**config.mk**
```make
export PLATFORM = sky130hd
export DESIGN_NAME = cpu_timer_irq
export DESIGN_NICKNAME = d
export VERILOG_FILES = /design/src/rtl/cpu_timer_irq_pkg.sv /design/src/rtl/timer_prescaler.sv /design/src/rtl/cpu_timer_irq.sv
export SDC_FILE = /design/constraint.sdc
export NUM_CORES = 1
export LEC_CHECK = 0
export CORE_ASPECT_RATIO = 1.75
export CORE_UTILIZATION = 45
export CTS_BUF_LIST = sky130_fd_sc_hd__clkbuf_8
export DETAILED_ROUTE_END_ITERATION = 8
export GPL_TIMING_DRIVEN = 0
export PLACE_DENSITY = 0.68
export SYNTH_ARGS = -nofsm -noshare
export SYNTH_HDL_FRONTEND = slang
export SYNTH_SLANG_ARGS = --single-unit
```
**constraint.sdc**
```tcl
create_clock -name clk -period 5.35 [get_ports clk]
set_clock_uncertainty 0.15 [all_clocks]
set_input_delay 1.07 -clock clk [delete_from_list [all_inputs] [get_ports clk]]
set_output_delay 1.07 -clock clk [all_outputs]
set_load 0.02 [all_outputs]
```
**src/rtl/cpu_timer_irq_pkg.sv**
```systemverilog
`default_nettype none
// +--------------------------------------------------------------------------+
// | cpu_timer_irq_pkg : register map and TCON bit layout of the CPU timer     |
// | Revision: 1.0                                                             |
// +--------------------------------------------------------------------------+
package cpu_timer_irq_pkg;

    localparam logic [31:0] DEFAULT_BASE_ADDR = 32'h4000_0000;

    localparam logic [3:0] TH_OFS      = 4'h0;
    localparam logic [3:0] TL_OFS      = 4'h4;
    localparam logic [3:0] TCON_OFS    = 4'h8;
    localparam logic [3:0] SYSTICK_OFS = 4'hC;

    localparam int EN_BIT = 0;
    localparam int IE_BIT = 1;
    localparam int ST_BIT = 2;

    // Word select inside the 16-byte window, taken from addr[3:2].
    typedef enum logic [1:0] {
        SEL_TH      = TH_OFS[3:2],
        SEL_TL      = TL_OFS[3:2],
        SEL_TCON    = TCON_OFS[3:2],
        SEL_SYSTICK = SYSTICK_OFS[3:2]
    } reg_sel_e;

endpackage
`default_nettype wire

```
**src/rtl/timer_prescaler.sv**
```systemverilog
`default_nettype none
// +--------------------------------------------------------------------------+
// | timer_prescaler : divides the core clock into counter ticks while enabled |
// | Revision: 1.0                                                             |
// +--------------------------------------------------------------------------+
module timer_prescaler #(
    parameter int unsigned PRESCALE = 1
) (
    input  logic clk,
    input  logic reset,
    input  logic en,
    output logic tick
);

    localparam logic [15:0] c_last = 16'(PRESCALE - 1);

    logic [15:0] r_cnt;

    // Combinational tick so that with PRESCALE=1 the tick is exactly en.
    assign tick = en && (r_cnt == c_last);

    always_ff @(posedge clk or negedge reset) begin
        if (!reset) begin
            r_cnt <= '0;
        end else if (!en || tick) begin
            r_cnt <= '0;
        end else begin
            r_cnt <= r_cnt + 16'd1;
        end
    end

endmodule
`default_nettype wire

```
**src/rtl/cpu_timer_irq.sv**
```systemverilog
`default_nettype none
// +--------------------------------------------------------------------------+
// | cpu_timer_irq : bus-mapped reloadable timer with sticky overflow IRQ      |
// | Revision: 1.0                                                             |
// +--------------------------------------------------------------------------+
module cpu_timer_irq
    import cpu_timer_irq_pkg::*;
#(
    parameter logic [31:0] BASE_ADDR = DEFAULT_BASE_ADDR,
    parameter int unsigned PRESCALE  = 1
) (
    input  logic        clk,
    input  logic        reset,
    input  logic        rd,
    input  logic        wr,
    input  logic [31:0] addr,
    input  logic [31:0] wdata,
    output logic [31:0] rdata,
    input  logic        pc_high,
    output logic        irq,
    output logic        interrupt
);

    logic [31:0] r_th;
    logic [31:0] r_tl;
    logic [31:0] r_systick;
    logic        r_en;
    logic        r_ie;
    logic        r_st;

    logic     w_hit;
    reg_sel_e w_sel;
    logic     w_wr_th;
    logic     w_wr_tl;
    logic     w_wr_tcon;
    logic     w_run;
    logic     w_tick;
    logic     w_ovf;
    logic     w_set_st;
    logic     w_unused;

    assign w_hit     = (addr[31:4] == BASE_ADDR[31:4]);
    assign w_sel     = reg_sel_e'(addr[3:2]);
    assign w_wr_th   = wr && w_hit && (w_sel == SEL_TH);
    assign w_wr_tl   = wr && w_hit && (w_sel == SEL_TL);
    assign w_wr_tcon = wr && w_hit && (w_sel == SEL_TCON);
    assign w_unused  = &{1'b0, addr[1:0]};

    // A TCON write clearing EN halts counting on that very edge.
    assign w_run = r_en && !(w_wr_tcon && !wdata[EN_BIT]);

    timer_prescaler #(
        .PRESCALE (PRESCALE)
    ) u_prescaler (
        .clk   (clk),
        .reset (reset),
        .en    (w_run),
        .tick  (w_tick)
    );

    assign w_ovf    = w_tick && (r_tl == 32'hFFFF_FFFF);
    assign w_set_st = w_ovf && r_ie;

    always_ff @(posedge clk or negedge reset) begin
        if (!reset) begin
            r_th <= '0;
        end else if (w_wr_th) begin
            r_th <= wdata;
        end
    end

    // Reload reads the pre-edge TH, so a same-edge TH write lands next period.
    always_ff @(posedge clk or negedge reset) begin
        if (!reset) begin
            r_tl <= '0;
        end else if (w_wr_tl) begin
            r_tl <= wdata;
        end else if (w_ovf) begin
            r_tl <= r_th;
        end else if (w_tick) begin
            r_tl <= r_tl + 32'd1;
        end
    end

    // An overflow coinciding with an acknowledge keeps ST set.
    always_ff @(posedge clk or negedge reset) begin
        if (!reset) begin
            r_en <= 1'b0;
            r_ie <= 1'b0;
            r_st <= 1'b0;
        end else if (w_wr_tcon) begin
            r_en <= wdata[EN_BIT];
            r_ie <= wdata[IE_BIT];
            r_st <= wdata[ST_BIT] | w_set_st;
        end else if (w_set_st) begin
            r_st <= 1'b1;
        end
    end

    always_ff @(posedge clk or negedge reset) begin
        if (!reset) begin
            r_systick <= '0;
        end else begin
            r_systick <= r_systick + 32'd1;
        end
    end

    always_comb begin
        rdata = '0;
        if (rd && w_hit) begin
            case (w_sel)
                SEL_TH:      rdata = r_th;
                SEL_TL:      rdata = r_tl;
                SEL_TCON: begin
                    rdata[EN_BIT] = r_en;
                    rdata[IE_BIT] = r_ie;
                    rdata[ST_BIT] = r_st;
                end
                SEL_SYSTICK: rdata = r_systick;
                default:     rdata = '0;
            endcase
        end
    end

    assign irq       = r_st;
    assign interrupt = r_st && !pc_high;

endmodule
`default_nettype wire

```
Yosys cells after proc, flatten, opt, wreduce, memory -nomap -nowiden
Index checks and enable logic that the tools add are counted.
- add/sub/neg operators: 3
- equality and inequality tests: 5
- mux-type cells: 9
- bitwise operators: 1
- reduce and logical (&&, ||, !) cells: 20
- operators by type and width (cell ; number):
    two-way mux 32 bit ; 4
    case mux 29 bit (3 select lines) ; 1
    adder 32 x 1 -> 32 bit, second input constant ; 2
    equality test 32 bit, second input constant ; 1
    equality test 28 x 27 -> 1 bit, second input constant ; 1
    adder 16 x 1 -> 16 bit, second input constant ; 1
    zero test 16 bit ; 1
    two-way mux 16 bit ; 1
    case mux 3 bit (4 select lines) ; 1
    logical AND 1 bit ; 11
    equality test 2 bit, second input constant ; 2
    zero test 1 bit ; 4
    nonzero test 3 bit ; 1
    equality test 2 x 1 -> 1 bit, second input constant ; 1
    zero test 2 bit ; 1
    two-way mux 1 bit ; 2
    nonzero test 2 bit ; 1
    logical OR 1 bit ; 1
    OR 1 bit ; 1
- register bits: 115
- input port bits: 69
- output and inout port bits: 34
- logic and storage cells: 45

Longest topological paths before layout
Gate-level depths: netlist (run 1).
- depth in word-level cells: 11
- mapped depth: 10
- mapped depth without buffers: 8

Cells and area by module
A second synthesis (run 1) with hierarchy kept.
- cells, all modules: 731
- area, all modules: 6720.2 µm²
- modules (own cells, without submodules) (module ; times used ; cells an instance ; area each (µm²) ; seq. area each (µm²)):
    cpu_timer_irq ; 1 ; 643 ; 5895.7 ; 2477.4
    timer_prescaler ; 1 ; 88 ; 824.5 ; 400.4

Worst setup path before layout (run 1)
No wires, ideal clock.
- path type: input -> output
- start: input addr[5]
- end: output rdata[21]
- arrival: 2.656 ns
- data required time: 4.130 ns
- slack: 1.474 ns
- cell stages on the path: 7
- path buffers: 2
- cells stage by stage: nor4_2 -> nand4_4 -> nor2_4 -> nand2_1 -> buf_2 -> buf_1 -> nor2_1
- cells in the longest elaborated chain, start to end: 3
- RTL lines (item ; line ; text):
    from (decl) ; cpu_timer_irq.sv:16 ; input logic [31:0] addr,
    equality test 28 x 27 -> 1 bit ; cpu_timer_irq.sv:42 ; assign w_hit = (addr[31:4] == BASE_ADDR[31:4]);
    logical AND 1 bit ; cpu_timer_irq.sv:110 ; if (rd && w_hit) begin
    two-way mux 32 bit ; cpu_timer_irq.sv:110 ;
    to (decl) ; cpu_timer_irq.sv:18 ; output logic [31:0] rdata,
No other way between the ends.

Final worst setup path (run 1)
- start: input addr[2]
- end: output rdata[26]
- cells in the longest elaborated chain, start to end: 3
- RTL lines (item ; line ; text):
    equality test 2 bit (tied with other cells) ; cpu_timer_irq.sv:111 ; case (w_sel)
    case mux 29 bit (3 select lines) * ; cpu_timer_irq.sv:111 ;
    two-way mux 32 bit * ; cpu_timer_irq.sv:110 ;
Mark *: on every way between the ends. The rest lies on a longest branch, timed or not.

==> results.json, run 1 <==
{
  "min_path_cells": 1,
  "nets": 877,
  "htree_levels": 4,
  "avgViaCountPerCell": 6.12,
  "numCtsBuffers": 17,
  "avgSynthCellArea_um2": 10.3,
  "reg2reg_depth": 8,
  "path_class": "in -> out",
  "ir_drop_v": 0.000121,
  "reg2reg_from": "r_tl[1]",
  "clock-sinks": 115,
  "wl_per_cell_um": 21.5,
  "die_h_um": 168,
  "antenna_found_initial": 0,
  "cp_cell_sequence": "clkdlybuf4s50_1 -> clkbuf_1 -> clkbuf_1 -> clkbuf_1 -> a22oi_1 -> nor2_1 -> clkdlybuf4s50_1",
  "regToRegSetupSlack_ns": 2.57,
  "cp_top_family": "buffers and inverters",
  "num_rows": 60,
  "wirelength_um": 21600,
  "fin_crit_sh_pct": 95.8,
  "dpl_cell_area_um2": 8330,
  "clk_path_buf_depth": 2,
  "ys_types": 71,
  "drt_iter0_drc": 397,
  "synth.most_common_cell": "dfrtp_1",
  "async_flop_share_pct": 100,
  "relSlewSlack_pct": 46.2,
  "pin_count": 103,
  "syn_area_um2": 7070,
  "root_buffer": "clkbuf_8",
  "grt_util_all_layers_pct": 27.3,
  "initial_core_util_pct": 46.0,
  "tns_ns": 0,
  "min-delay-start": "r_systick[26]",
  "crit_path_max_incr_delay_ns": 0.61,
  "crit_arrival_ns": 3.91,
  "grt_pass1_vias": 6322,
  "synthTopCellsByArea": "dfrtp_1, mux2_4, mux2_2, nor2_1, xnor2_1",
  "ys_warn_count": 0,
  "die_area_um2": 16200,
  "maxCapViolCount": 0,
  "num_antenna_cells": 0,
  "final-setup-viol-count": 0,
  "die_x_um": 96.8,
  "synth_top_flop_cell": "dfrtp_1",
  "hold_path_end": "r_systick[26]",
  "timing.critical_path.buf_inv": 5,
  "syn_nets": 759,
  "grt_first_pass_wirelength_um": 34300,
  "cpMostUsedCell": "clkbuf_1",
  "stdcell_area_um2": 8710,
  "dpl.cell_count": 972,
  "slew_violations": 0,
  "status": "completed",
  "cpMaxStageDelayCell": "clkdlybuf4s50_1",
  "synth_top_area_share_pct": 40.7,
  "drive_gt1_share_pct": 19.2,
  "worstPathRequired_ns": 4.13,
  "final_cells": 1002,
  "grt_max_degree": 63,
  "fillCellCount": 1337,
  "p_leak_nw": 3.88,
  "place.gp.congestion": 0.938,
  "finalHoldViolations": 0,
  "io_buffer_count": 99,
  "drtAntennaViolNets": 0,
  "fp.coreArea_um2": 15400,
  "power_density_nw_per_um2": 207,
  "hp-class": "reg -> reg",
  "area_delta_synth_final_pct": 23.2,
  "fin_hold_ws_ns": 0.347,
  "fmax_ghz": 0.195,
  "worstSetupStartpointType": "input pin",
  "min_period_ns": 5.13,
  "cts_tree": "built",
  "crit_path_end_kind": "output pin",
  "synth_edf_count": 0,
  "grt_overflow": 0,
  "ys_seq_area_share_pct": 40.7,
  "drc": 0,
  "crit_fanout": 10,
  "dp_hpwl_um": 16000,
  "r2r-end": "r_tl[7]",
  "worst_pin_slew_ns": 0.801,
  "firstDrtPassIters": 5,
  "clk_pin_slew_worst_paths_ns": 0.07,
  "rsz0062_at_grt": "no",
  "yosys_register_bits": 115,
  "yosys-top-cells-count": "dfrtp_1, nor2_1, nand2_1, a22oi_1, nand3_1",
  "yosysTopAreaCell": "dfrtp_1",
  "hold_buffers": 0,
  "clk-insertion-delay-late_ns": 0.46,
  "syn_inst": 686,
  "num_vias": 6136,
  "final_util_pct": 56.6
}
-- area by class of cell --
class / instances / area [um2] / area share, %
clock buffer: 20 / 275 / 3.16
sequential: 115 / 2880 / 33.0
buffer: 36 / 234 / 2.68
clock inverter: 11 / 113 / 1.29
tap: 186 / 233 / 2.67
timing repair buffer: 100 / 1020 / 11.7
inverter: 13 / 48.8 / 0.560
multi-input combinational: 521 / 3910 / 44.9
-- power breakdown --
part,leakage [nW],total (mW),internal [mW],switching [mW]
Sequential,1.57,0.869,0.869,0.0000676
Combinational,2.12,0.113,0.0560,0.0572
Clock,0.195,0.822,0.442,0.381
-- timing repair --
| item | 4_1_cts | 5_1_grt |
|---|---|---|
| setup buffers | 0 | 0 |
| endpoints found under the setup margin | 0 | 10 |
| gates resized for setup | 0 | 1 |
-- sequential cells by signal, summed over array words and instances (netlist names) --
| signal | count |
|---|---|
| r_en | 1 |
| r_ie | 1 |
| r_tl | 32 |
| irq | 1 |
| u_prescaler.r_cnt | 16 |
| r_th | 32 |
| r_systick | 32 |
-- worst max path at each step --
stage,startpoint,end,slack [ns],depth (start not counted)
6_report,addr[2],rdata[26],0.22,7
5_1_grt,addr[2],rdata[24],0.02,7
4_1_cts,addr[27],rdata[26],0.06,9
3_5_place_dp,addr[27],rdata[26],0.06,9
3_3_place_gp,reset,r_th[16],-1.42,1
2_1_floorplan,addr[5],rdata[21],1.47,7
-- routing by layer --
layer	vias to the layer above	track usage [%]	share of wire, %
met2	249	49.0	54
li1	2764	-	-
met3	57	4.61	5.1
met4	0	15.1	4.2
met1	3066	30.3	37
met5	-	0	0
-- cells by family after synthesis --
| family | share of synthesized area (%) |
|---|---|
| flip-flops | 40.7 |
| buffers and inverters | 4.05 |
| multiplexers | 13.2 |
| adder cells (fa/ha/maj) | 0.708 |
| AO/OA/AOI/OAI | 13.3 |
| XOR/XNOR | 6.07 |
| AND/OR/NAND/NOR | 22.0 |
-- placed cells by master (no fill, tap or decap), types with 7 or more instances in the layout --
cell type	n
clkbuf_1	14
mux2i_1	8
nor3_1	8
dfrtp_1	115
o21ai_1	9
mux2_2	30
mux2_4	30
a22oi_1	33
a21oi_1	17
nand2_1	58
clkbuf_8	20
nor2_1	69
nand4_1	18
xor2_1	20
buf_6	12
inv_1	15
nand3_1	32
clkdlybuf4s50_1	98
buf_2	10
and3_1	23
xnor2_1	29
o21ai_0	21
and4_1	7
-- worst reg2reg max path, cell delays in order, from the launching register on --
cell and delay (ns):
dfrtp_1 0.52, ha_1 0.30, inv_1 0.16, nor4_4 0.43
nand3_2 0.23, buf_2 0.28, a221oi_1 0.35, o21ai_1 0.12
o21a_1 0.12
-- per-stage QoR --
stage               total power [mW]  setup slack, ns
finish                          1.80            0.223
global route                    1.85           0.0182
CTS                             1.81           0.0559
detailed placement              1.00           0.0550
global placement               0.996            -1.42
floorplan                      0.911             1.47
Note: power is estimated with default switching activity, not from simulation.
==> inputs of run 2 (changes only) <==
--- a/config.mk
+++ b/config.mk
@@ -6,11 +6,13 @@
 export NUM_CORES = 1
 export LEC_CHECK = 0
 export CORE_ASPECT_RATIO = 1.75
+export CORE_MARGIN = 5
 export CORE_UTILIZATION = 45
 export CTS_BUF_LIST = sky130_fd_sc_hd__clkbuf_8
 export DETAILED_ROUTE_END_ITERATION = 8
 export GPL_TIMING_DRIVEN = 0
-export PLACE_DENSITY = 0.68
+export PLACE_DENSITY = 0.69
 export SYNTH_ARGS = -nofsm -noshare
 export SYNTH_HDL_FRONTEND = slang
+export SYNTH_HIERARCHICAL = 1
 export SYNTH_SLANG_ARGS = --single-unit
==> results.json, run 2 <==
{
  "reg2reg_depth": 11,
  "hold_path_end": "r_systick[31]",
  "cp_top_family": "buffers and inverters",
  "area_delta_synth_final_pct": 24.6,
  "avgSynthCellArea_um2": 9.19,
  "grt_util_all_layers_pct": 24.5,
  "dp_hpwl_um": 15500,
  "antenna_found_initial": 0,
  "final_common_cell": "dfrtp_1",
  "hold_buffers": 0,
  "grt_max_degree": 68,
  "worst_pin_slew_ns": 1.01,
  "die_area_um2": 17600,
  "hp-class": "reg -> reg",
  "relSlewSlack_pct": 32.7,
  "worstPathRequired_ns": 4.13,
  "wl_per_cell_um": 19.7,
  "maxCapViolCount": 0,
  "wl_met1_um": 7360,
  "synth_top_flop_cell": "dfrtp_1",
  "crit_path_end_kind": "output pin",
  "syn_area_um2": 6720,
  "min_path_cells": 1,
  "yosys-top-cells-count": "dfrtp_1, nor2_1, nand2_1, a21oi_1, mux2i_1",
  "firstDrtPassIters": 5,
  "avgViaCountPerCell": 5.84,
  "worst_slack_ns": 0.308,
  "crit_path_max_incr_delay_ns": 0.62,
  "p_leak_nw": 3.54,
  "dp_slack_ns": 0.245,
  "fp.coreArea_um2": 14800,
  "tns_ns": 0,
  "clk-insertion-delay-late_ns": 0.46,
  "slew_violations": 0,
  "drtAntennaViolNets": 0,
  "postCtsSetupRepairBufs": 0,
  "drt_iter0_drc": 385,
  "path_class": "in -> out",
  "cts_resized": 0,
  "cpMaxStageDelayCell": "clkdlybuf4s50_1",
  "final_cell_mix": "dfrtp_1, nor2_1, clkdlybuf4s50_1",
  "fin_hold_ws_ns": 0.335,
  "drive_gt1_share_pct": 11.6,
  "wl_met3_um": 837,
  "io_buffer_count": 98,
  "drc": 0,
  "cp_cell_sequence": "clkdlybuf4s50_1 -> nor4_1 -> nand4_1 -> nor2_1 -> nand2_1 -> clkbuf_1 -> clkbuf_1 -> nor2_1 -> clkdlybuf4s50_1",
  "regArea_um2": 2880,
  "fillCellCount": 1345,
  "cts_tree": "built",
  "r2r-end": "r_tl[10]",
  "syn_nets": 804,
  "num_antenna_cells": 0,
  "finalHoldViolations": 0,
  "crit_arrival_ns": 3.82,
  "final-setup-viol-count": 0,
  "synthTopCellsByArea": "dfrtp_1, nor2_1, mux2_2, mux2i_1, xnor2_1",
  "path_depth": 9,
  "ys_seq_area_share_pct": 42.8,
  "die_x_um": 102,
  "crit_fanout": 10,
  "wirelength_um": 20600,
  "routed.top_layer": "met4",
  "yosys_register_bits": 115,
  "wl_met2_um": 11400,
  "grt_first_pass_wirelength_um": 32700,
  "htree_levels": 4,
  "min-delay-start": "r_systick[31]",
  "pin_count": 103,
  "ir_drop_v": 0.000132,
  "die_h_um": 172,
  "synth_edf_count": 0,
  "fin_crit_sh_pct": 94.2,
  "status": "completed",
  "synth.most_common_cell": "dfrtp_1",
  "place.gp.congestion": 0.949,
  "clk_path_buf_depth": 2,
  "initial_core_util_pct": 45.5,
  "root_buffer": "clkbuf_8",
  "grt_pass1_vias": 6330,
  "power_density_nw_per_um2": 220,
  "timing.critical_path.buf_inv": 4,
  "numCtsBuffers": 17,
  "ys_types": 55,
  "ys_warn_count": 6,
  "reg_top3": "r_systick: 32 flops, r_th: 32 flops, r_tl: 32 flops",
  "regToRegSetupSlack_ns": 1.59,
  "syn_inst": 731,
  "reg2reg_from": "u_prescaler/r_cnt[0]",
  "num_rows": 59,
  "synth_top_area_share_pct": 42.8,
  "worstSetupStartpointType": "input pin",
  "min_period_ns": 5.04,
  "rsz0062_at_grt": "no",
  "multi_input_area_um2": 3580,
  "nets": 922,
  "grt_overflow": 0,
  "num_vias": 6098,
  "async_flop_share_pct": 100,
  "clock-sinks": 115,
  "fmax_ghz": 0.198,
  "clk_pin_slew_worst_paths_ns": 0.08,
  "yosysTopAreaCell": "dfrtp_1"
}
==> run 2: cell count changes after synthesis, sizes merged, moves of 7 or more <==
cell	previous run	this run
nor2	73	110
a22oi	33	0
mux2	60	35
and3	24	17
clkbuf	14	24
a31oi	4	13
nand3	35	27
a21oi	17	47
nor4	13	20
buf	23	15
nor3	10	23
mux2i	8	36
==> run 2: metrics by stage <==
| step | total power [mW] | cell area [um2] | std cells | utilization [%] |
|---|---|---|---|---|
| 2_1_floorplan | 0.909 | 6720 | 731 | - |
| 3_3_place_gp | 0.986 | 7930 | 1012 | 53.7 |
| 3_5_place_dp | 0.989 | 7960 | 1013 | 53.9 |
| 4_1_cts | 1.85 | 8380 | 1045 | 56.7 |
| 5_1_grt | 1.90 | 8380 | 1045 | 56.7 |
| 6_report | 1.84 | 8380 | 1045 | 56.7 |
==> run 2: per-layer routing <==
| metal | vias to the layer above | global-route usage [%] |
|---|---|---|
| met3 | 70 | 3.77 |
| li1 | 2847 | - |
| met1 | 2958 | 26.1 |
| met4 | 0 | 13.1 |
| met5 | - | 0 |
| met2 | 223 | 45.3 |
==> run 2: cell families after synthesis <==
kind of cell | synth area share (%)
buf+inv | 3.87
fa+ha+maj | 0.745
compound gates | 11.4
flops | 42.8
mux | 12.2
simple gates | 22.3
xor+xnor | 6.65
==> run 2: how the worst max path moves through the flow <==
stage / slack, ns / end / startpoint
floorplan: 1.42 / rdata[21] / addr[2]
global placement: -1.28 / r_tl[15] / reset
detailed placement: 0.25 / r_tl[27] / addr[5]
CTS: 0.28 / rdata[23] / addr[5]
global route: 0.02 / rdata[22] / addr[5]
finish: 0.31 / rdata[23] / addr[5]
==> run 2: worst reg2reg max path, delay by kind of cell, from the launching register on <==
kind | cells | cell delay, ns
fa+ha+maj | 1 | 0.16
flops | 1 | 0.42
buf+inv | 2 | 0.45
simple gates | 5 | 1.95
compound gates | 3 | 0.57
==> run 2: cell type report <==
type / instances / share of cell area (%)
Buffer: 39 / 2.21
Clock buffer: 19 / 3.12
Clock inverter: 13 / 1.90
Inverter: 20 / 0.896
Multi-Input combinational cell: 557 / 42.8
Sequential cell: 115 / 34.4
Tap cell: 183 / 2.73
Timing Repair Buffer: 99 / 12.0
==> run 2: power by group <==
part	switching, mW	internal [mW]
combinational	0.0491	0.0536
clock	0.386	0.483
sequential	0.0000730	0.869
